[config.mk]
export PLATFORM = sky130hd
export DESIGN_NAME = geo_cmd_byte_packer
export DESIGN_NICKNAME = d
export VERILOG_FILES = /design/src/rtl/geo_cmd_byte_packer.sv
export SDC_FILE = /design/constraint.sdc
export NUM_CORES = 1
export LEC_CHECK = 0
export ABC_AREA = 1
export CORE_UTILIZATION = 54
export CTS_BUF_LIST = sky130_fd_sc_hd__clkbuf_16
export DETAILED_ROUTE_END_ITERATION = 12
export GPL_TIMING_DRIVEN = 0
export PLACE_DENSITY = 0.75
export SYNTH_ARGS = -nofsm -noshare
export SYNTH_HDL_FRONTEND = slang
export SYNTH_SLANG_ARGS = --single-unit
[constraint.sdc]
create_clock -name clk -period 3.1 [get_ports clk]
set_input_delay 0.62 -clock clk [delete_from_list [all_inputs] [get_ports clk]]
set_output_delay 0.62 -clock clk [all_outputs]
set_load 0.03 [all_outputs]
[src/rtl/geo_cmd_byte_packer.sv]
// Packs Z80 lo/hi byte writes into 16-bit geometry commands,
// buffers them in a FIFO and drains one word per clock when not busy.
// Ports: clk, reset (sync, active-low); wr_lo/wr_hi/wr_data Z80 writes;
// cmd_flush, overflow_rst strobes; fifo_cmd_busy in; fifo_cmd_ready,
// fifo_cmd_in out; fill_level, fifo_full, fifo_empty, overflow_cnt status.
module geo_cmd_byte_packer #(
  parameter int FIFO_DEPTH = 16,
  parameter int CNT_W      = $clog2(FIFO_DEPTH) + 1
) (
  input  logic             clk,
  input  logic             reset,
  input  logic             wr_lo,
  input  logic             wr_hi,
  input  logic [7:0]       wr_data,
  input  logic             cmd_flush,
  input  logic             overflow_rst,
  input  logic             fifo_cmd_busy,
  output logic             fifo_cmd_ready,
  output logic [15:0]      fifo_cmd_in,
  output logic [CNT_W-1:0] fill_level,
  output logic             fifo_full,
  output logic             fifo_empty,
  output logic [7:0]       overflow_cnt
);

  localparam int AW = $clog2(FIFO_DEPTH);
  localparam logic [CNT_W-1:0] DEPTH_C = CNT_W'(FIFO_DEPTH);

  logic [15:0]      mem_q [FIFO_DEPTH];
  logic [AW:0]      wr_ptr_q, wr_ptr_d;
  logic [AW:0]      rd_ptr_q, rd_ptr_d;
  logic [CNT_W-1:0] cnt_q, cnt_d;
  logic             full_q, full_d;
  logic             empty_q, empty_d;
  logic [7:0]       lo_q, lo_d;
  logic [7:0]       ovf_q, ovf_d;
  logic             rdy_q, rdy_d;
  logic [15:0]      cmd_q, cmd_d;
  logic             pop, push, drop;
  logic [15:0]      word;

  // Same-cycle lo+hi write forwards the new byte into both halves.
  assign word = {wr_data, wr_lo ? wr_data : lo_q};

  // Flush wins over both pop and push; a full FIFO still
  // accepts a word when the head leaves in the same cycle.
  assign pop  = !empty_q && !fifo_cmd_busy && !cmd_flush;
  assign push = wr_hi && !cmd_flush && (!full_q || pop);
  assign drop = wr_hi && !cmd_flush && full_q && !pop;

  always_comb begin
    wr_ptr_d = wr_ptr_q;
    rd_ptr_d = rd_ptr_q;
    cnt_d    = cnt_q;
    lo_d     = lo_q;
    ovf_d    = ovf_q;
    rdy_d    = pop;
    cmd_d    = cmd_q;

    if (wr_lo) lo_d = wr_data;

    if (pop) begin
      cmd_d    = mem_q[rd_ptr_q[AW-1:0]];
      rd_ptr_d = rd_ptr_q + (AW+1)'(1);
    end
    if (push) wr_ptr_d = wr_ptr_q + (AW+1)'(1);

    unique case (1'b1)
      push && !pop: cnt_d = cnt_q + CNT_W'(1);
      pop && !push: cnt_d = cnt_q - CNT_W'(1);
      default:      cnt_d = cnt_q;
    endcase

    if (cmd_flush) begin
      wr_ptr_d = '0;
      rd_ptr_d = '0;
      cnt_d    = '0;
    end

    // A drop coinciding with the clear is still counted.
    if (overflow_rst)
      ovf_d = {7'b0, drop};
    else if (drop && ovf_q != 8'hFF)
      ovf_d = ovf_q + 8'd1;

    full_d  = (cnt_d == DEPTH_C);
    empty_d = (cnt_d == '0);
  end

  always_ff @(posedge clk) begin
    if (!reset) begin
      wr_ptr_q <= '0;
      rd_ptr_q <= '0;
      cnt_q    <= '0;
      full_q   <= 1'b0;
      empty_q  <= 1'b1;
      lo_q     <= 8'h00;
      ovf_q    <= 8'h00;
      rdy_q    <= 1'b0;
      cmd_q    <= 16'h0000;
    end else begin
      wr_ptr_q <= wr_ptr_d;
      rd_ptr_q <= rd_ptr_d;
      cnt_q    <= cnt_d;
      full_q   <= full_d;
      empty_q  <= empty_d;
      lo_q     <= lo_d;
      ovf_q    <= ovf_d;
      rdy_q    <= rdy_d;
      cmd_q    <= cmd_d;
    end
  end

  // Storage needs no reset; pointers define what is valid.
  always_ff @(posedge clk) begin
    if (reset && push) mem_q[wr_ptr_q[AW-1:0]] <= word;
  end

  assign fifo_cmd_ready = rdy_q;
  assign fifo_cmd_in    = cmd_q;
  assign fill_level     = cnt_q;
  assign fifo_full      = full_q;
  assign fifo_empty     = empty_q;
  assign overflow_cnt   = ovf_q;

endmodule

==> results.json <==
{
  "status": "finished, final reports clean",
  "final.setup_skew_ps": 16.10,
  "post_drt_wl_per_cell_um": 22.29,
  "maximum_capacitance_violations": 0,
  "ys_types": 31,
  "cts-buffers-inserted": 31,
  "routed-via-count": 8687,
  "ff2ff_setup_slack_ps": 470,
  "postSynthRegisterBits": 304,
  "clk_transition_reported_paths_ps": 60,
  "mappedNetlistArea_sq_um": 12350,
  "internal-power_mw": 6.637,
  "synthMuxAreaShare_pct": 0,
  "final_common_cell": "sky130_fd_sc_hd__edfxtp_1",
  "pin_count_of_the_biggest_net_entering_global_routing": 19,
  "final_period_minus_worst_setup_slack_ps": 2924,
  "start_util_pct": 55.89,
  "power_density_nw_per_um2": 591.2,
  "remaining_drc_errors": 0,
  "timing.final.max_slew_violations": 0,
  "worstPathCellList": "clkdlybuf4s50_1 -> inv_2 -> nand2_4 -> nand2_1 -> nand2_2 -> nor2_1 -> nand2_1 -> nor2_2",
  "cp-end-kind": "flip-flop",
  "cts_hold_buffers": 0,
  "clkPwrFrac_pct": 42.2,
  "p_comb_share_pct": 4.7,
  "yosysTopAreaCell": "sky130_fd_sc_hd__edfxtp_1",
  "r2r_end": "mem_q[12][10]",
  "swShare_pct": 21.52,
  "h-tree-depth": 1,
  "holdPathStages": 2,
  "r2r_cells": 7,
  "crit_top_cell": "sky130_fd_sc_hd__nand2_1",
  "clock_sink_count": 304,
  "final_util_pct": 64.75,
  "crit_path_max_fanout": 16,
  "min-delay-path-class": "reg -> reg",
  "worst-endpoint-arrival_ps": 3090,
  "criticalPathCategory": "in -> reg",
  "synth.area.top_cells": "sky130_fd_sc_hd__edfxtp_1, sky130_fd_sc_hd__dfxtp_1, sky130_fd_sc_hd__nor2_1, sky130_fd_sc_hd__o21ai_0, sky130_fd_sc_hd__o211ai_1",
  "postCtsSetupBuffers": 0,
  "die_h_um": 153.2,
  "die_width_um": 153.2,
  "yosys_warnings": 0,
  "io-pin-count": 47,
  "place_hpwl_mm": 22.42,
  "final.hold.worst_slack_ps": 470.5,
  "timing.critical_path.max_delay_family": "simple AND/OR/NAND/NOR gates",
  "placementRows": 54,
  "grt_setup_unrepaired": "no",
  "clockRootBuffer": "sky130_fd_sc_hd__clkbuf_16",
  "post_synth_and_or_nand_nor_area_fraction_pct": 14.29,
  "worst_ep_required_time_ps": 3270,
  "net-switching-power_mw": 1.820,
  "global_route_usage_sum_pct": 28.63,
  "setup_viol_count_final": 0,
  "vdd.ir_drop.worst_v": 0.0006640,
  "post_synth.cell_area_avg_sq_um": 11.39,
  "diodes": 0,
  "seqPwrFrac_pct": 53.1,
  "vias_per_cell": 5.893,
  "synth-seq-area-share_pct": 70.04,
  "fp.coreArea_sq_um": 22090,
  "critical_path_buf_inv_count": 2,
  "drt_iter0_drc": 970,
  "main_combinational_cell_family_by_area_after_synthesis": "simple AND/OR/NAND/NOR gates",
  "count_of_buffers_from_port_buffering": 45,
  "synth-compound-area-share_pct": 10.64,
  "worst_setup_path_start_kind": "primary input",
  "yosys.area_share.xor_xnor_pct": 0.1419,
  "area_growth_from_synthesis_to_layout_pct": 15.85,
  "leakage_nw": 4.892,
  "wire_length_of_the_first_global_routing_pass_mm": 49.49,
  "yosysTopAreaCellShare_pct": 62.26,
  "last_weighted_congestion_value_of_the_routability_driven_placer": 0.9362,
  "grt_pass1_vias": 8493,
  "achievable-frequency_mhz": 342.0,
  "period_share_pct": 94.31,
  "commonest_cells_after_routing_fill_and_taps_aside": "sky130_fd_sc_hd__edfxtp_1, sky130_fd_sc_hd__nor2_1, sky130_fd_sc_hd__o21ai_0, sky130_fd_sc_hd__nand2_1, sky130_fd_sc_hd__o211ai_1",
  "critical-path-max-stage-delay_ps": 810,
  "worstReg2RegStart": "fifo_empty",
  "synth_cells": 1084,
  "syn_nets": 1108,
  "cts_tree": "built",
  "die-area_sq_um": 23470,
  "clock_path_buffers": 3,
  "antenna_found_initial": 0,
  "drt_total_wl_mm": 32.86,
  "first_pass_iters": 5,
  "share_of_layout_cells_above_drive_strength_1_pct": 9.296,
  "worst_path_max_delay_cell": "sky130_fd_sc_hd__nor2_2",
  "grt-ovfl-total": 0,
  "insertion_delay_ps": 560,
  "timing.hold.worst_endpoint": "lo_q[5]",
  "drt.antenna.violating_nets": 0,
  "final_hold_viol_count": 0,
  "worst_pin_slew_ps": 1092,
  "max_slew_margin_pct": 26.82,
  "nNetsFinal": 1194,
  "timing.hold.worst.start": "lo_q[5]",
  "synth-adder-area-share_pct": 0.9119
}
synth_stat cells, drive strengths merged:
| master | n |
|---|---|
| nor3 | 9 |
| o21bai | 1 |
| clkinv | 1 |
| clkbuf | 27 |
| buf | 32 |
| a21oi | 21 |
| nand4 | 4 |
| nor2 | 264 |
| a211oi | 1 |
| nand2 | 92 |
| xnor2 | 2 |
| o211ai | 64 |
| edfxtp | 256 |
| ha | 9 |
| o21ai | 141 |
| nand3 | 60 |
| inv | 50 |
| dfxtp | 48 |
| nor4 | 1 |
| a21boi | 1 |
per-stage QoR:
| step | cells | cell area (sq um) | TNS (ps) | worst slack, ps | power (mW) |
|---|---|---|---|---|---|
| 4_1_cts | 1474 | 14300 | 0 | 208.8 | 8.452 |
| 2_1_floorplan | 1084 | 12350 | 0 | 266.0 | 4.782 |
| 3_3_place_gp | 1409 | 13150 | -229960 | -1292 | 4.953 |
| 6_report | 1474 | 14310 | 0 | 176.4 | 8.456 |
| 3_5_place_dp | 1418 | 13330 | -49700 | -659.6 | 4.965 |
| 5_1_grt | 1474 | 14310 | 0 | 44.96 | 8.660 |
power by group through the flow:
stage,Sequential (mW),Combinational (mW),Clock (mW)
final,4.49,0.399,3.57
after detailed placement,4.57,0.392,0
after global routing,4.49,0.429,3.74
after CTS,4.49,0.394,3.57
after floorplan,4.60,0.182,0
after global placement,4.57,0.381,0
state kept, by name, indices dropped and copies added, names as in the netlist:
name and count:
rd_ptr_q 4, fifo_cmd_in 16, lo_q 8, wr_ptr_q 4, mem_q 256, fifo_cmd_ready 1, fill_level 5, fifo_full 1
overflow_cnt 8, fifo_empty 1
cell families after synthesis:
logic type / count (synthesis)
and+or+nand+nor: 430
xor gates and xnor gates: 2
DFF: 304
buffers and inverters: 110
adders and majority gates: 9
AOI/OAI and AO/OA: 229
per-layer routing:
metal / share of wire [%] / vias up / global-route usage, %
met5: 0 / - / 0
li1: - / 4008 / -
met2: 47 / 440 / 46.62
met4: 5.1 / 0 / 13.76
met1: 39 / 4143 / 38.00
met3: 9.2 / 96 / 4.196
tightest hold or removal path, stage by stage (launching register included):
cell and delay, ps:
sky130_fd_sc_hd__dfxtp_1 300, sky130_fd_sc_hd__nand2_1 70, sky130_fd_sc_hd__a21oi_1 60
final cells by class:
class | instances | area, sq um
fill | 1635 | 7789
timing repair buffer | 54 | 574.3
buffer | 58 | 294.0
clock inverter | 26 | 197.7
tap | 280 | 350.3
sequential | 304 | 8648
clock buffer | 31 | 775.7
multi-input combinational | 670 | 3268
inverter | 51 | 196.4
worst max path at each step:
stage                             start            end  slack, ps  depth (start not counted)
after floorplan           fifo_cmd_busy    mem_q[5][0]        270                          7
after global placement        cmd_flush   mem_q[13][5]      -1290                          8
after detailed placement      cmd_flush     fifo_empty       -660                         18
after CTS                     cmd_flush    mem_q[8][7]        210                          8
after global routing          cmd_flush    mem_q[8][6]         40                          8
final                         cmd_flush  mem_q[12][10]        180                          8
timing repair:
action	4_1_cts	5_1_grt
cloned	0	0
resized for setup	2	2
endpoints found under the setup margin	34	1
Power figures use the tool's default switching activity.
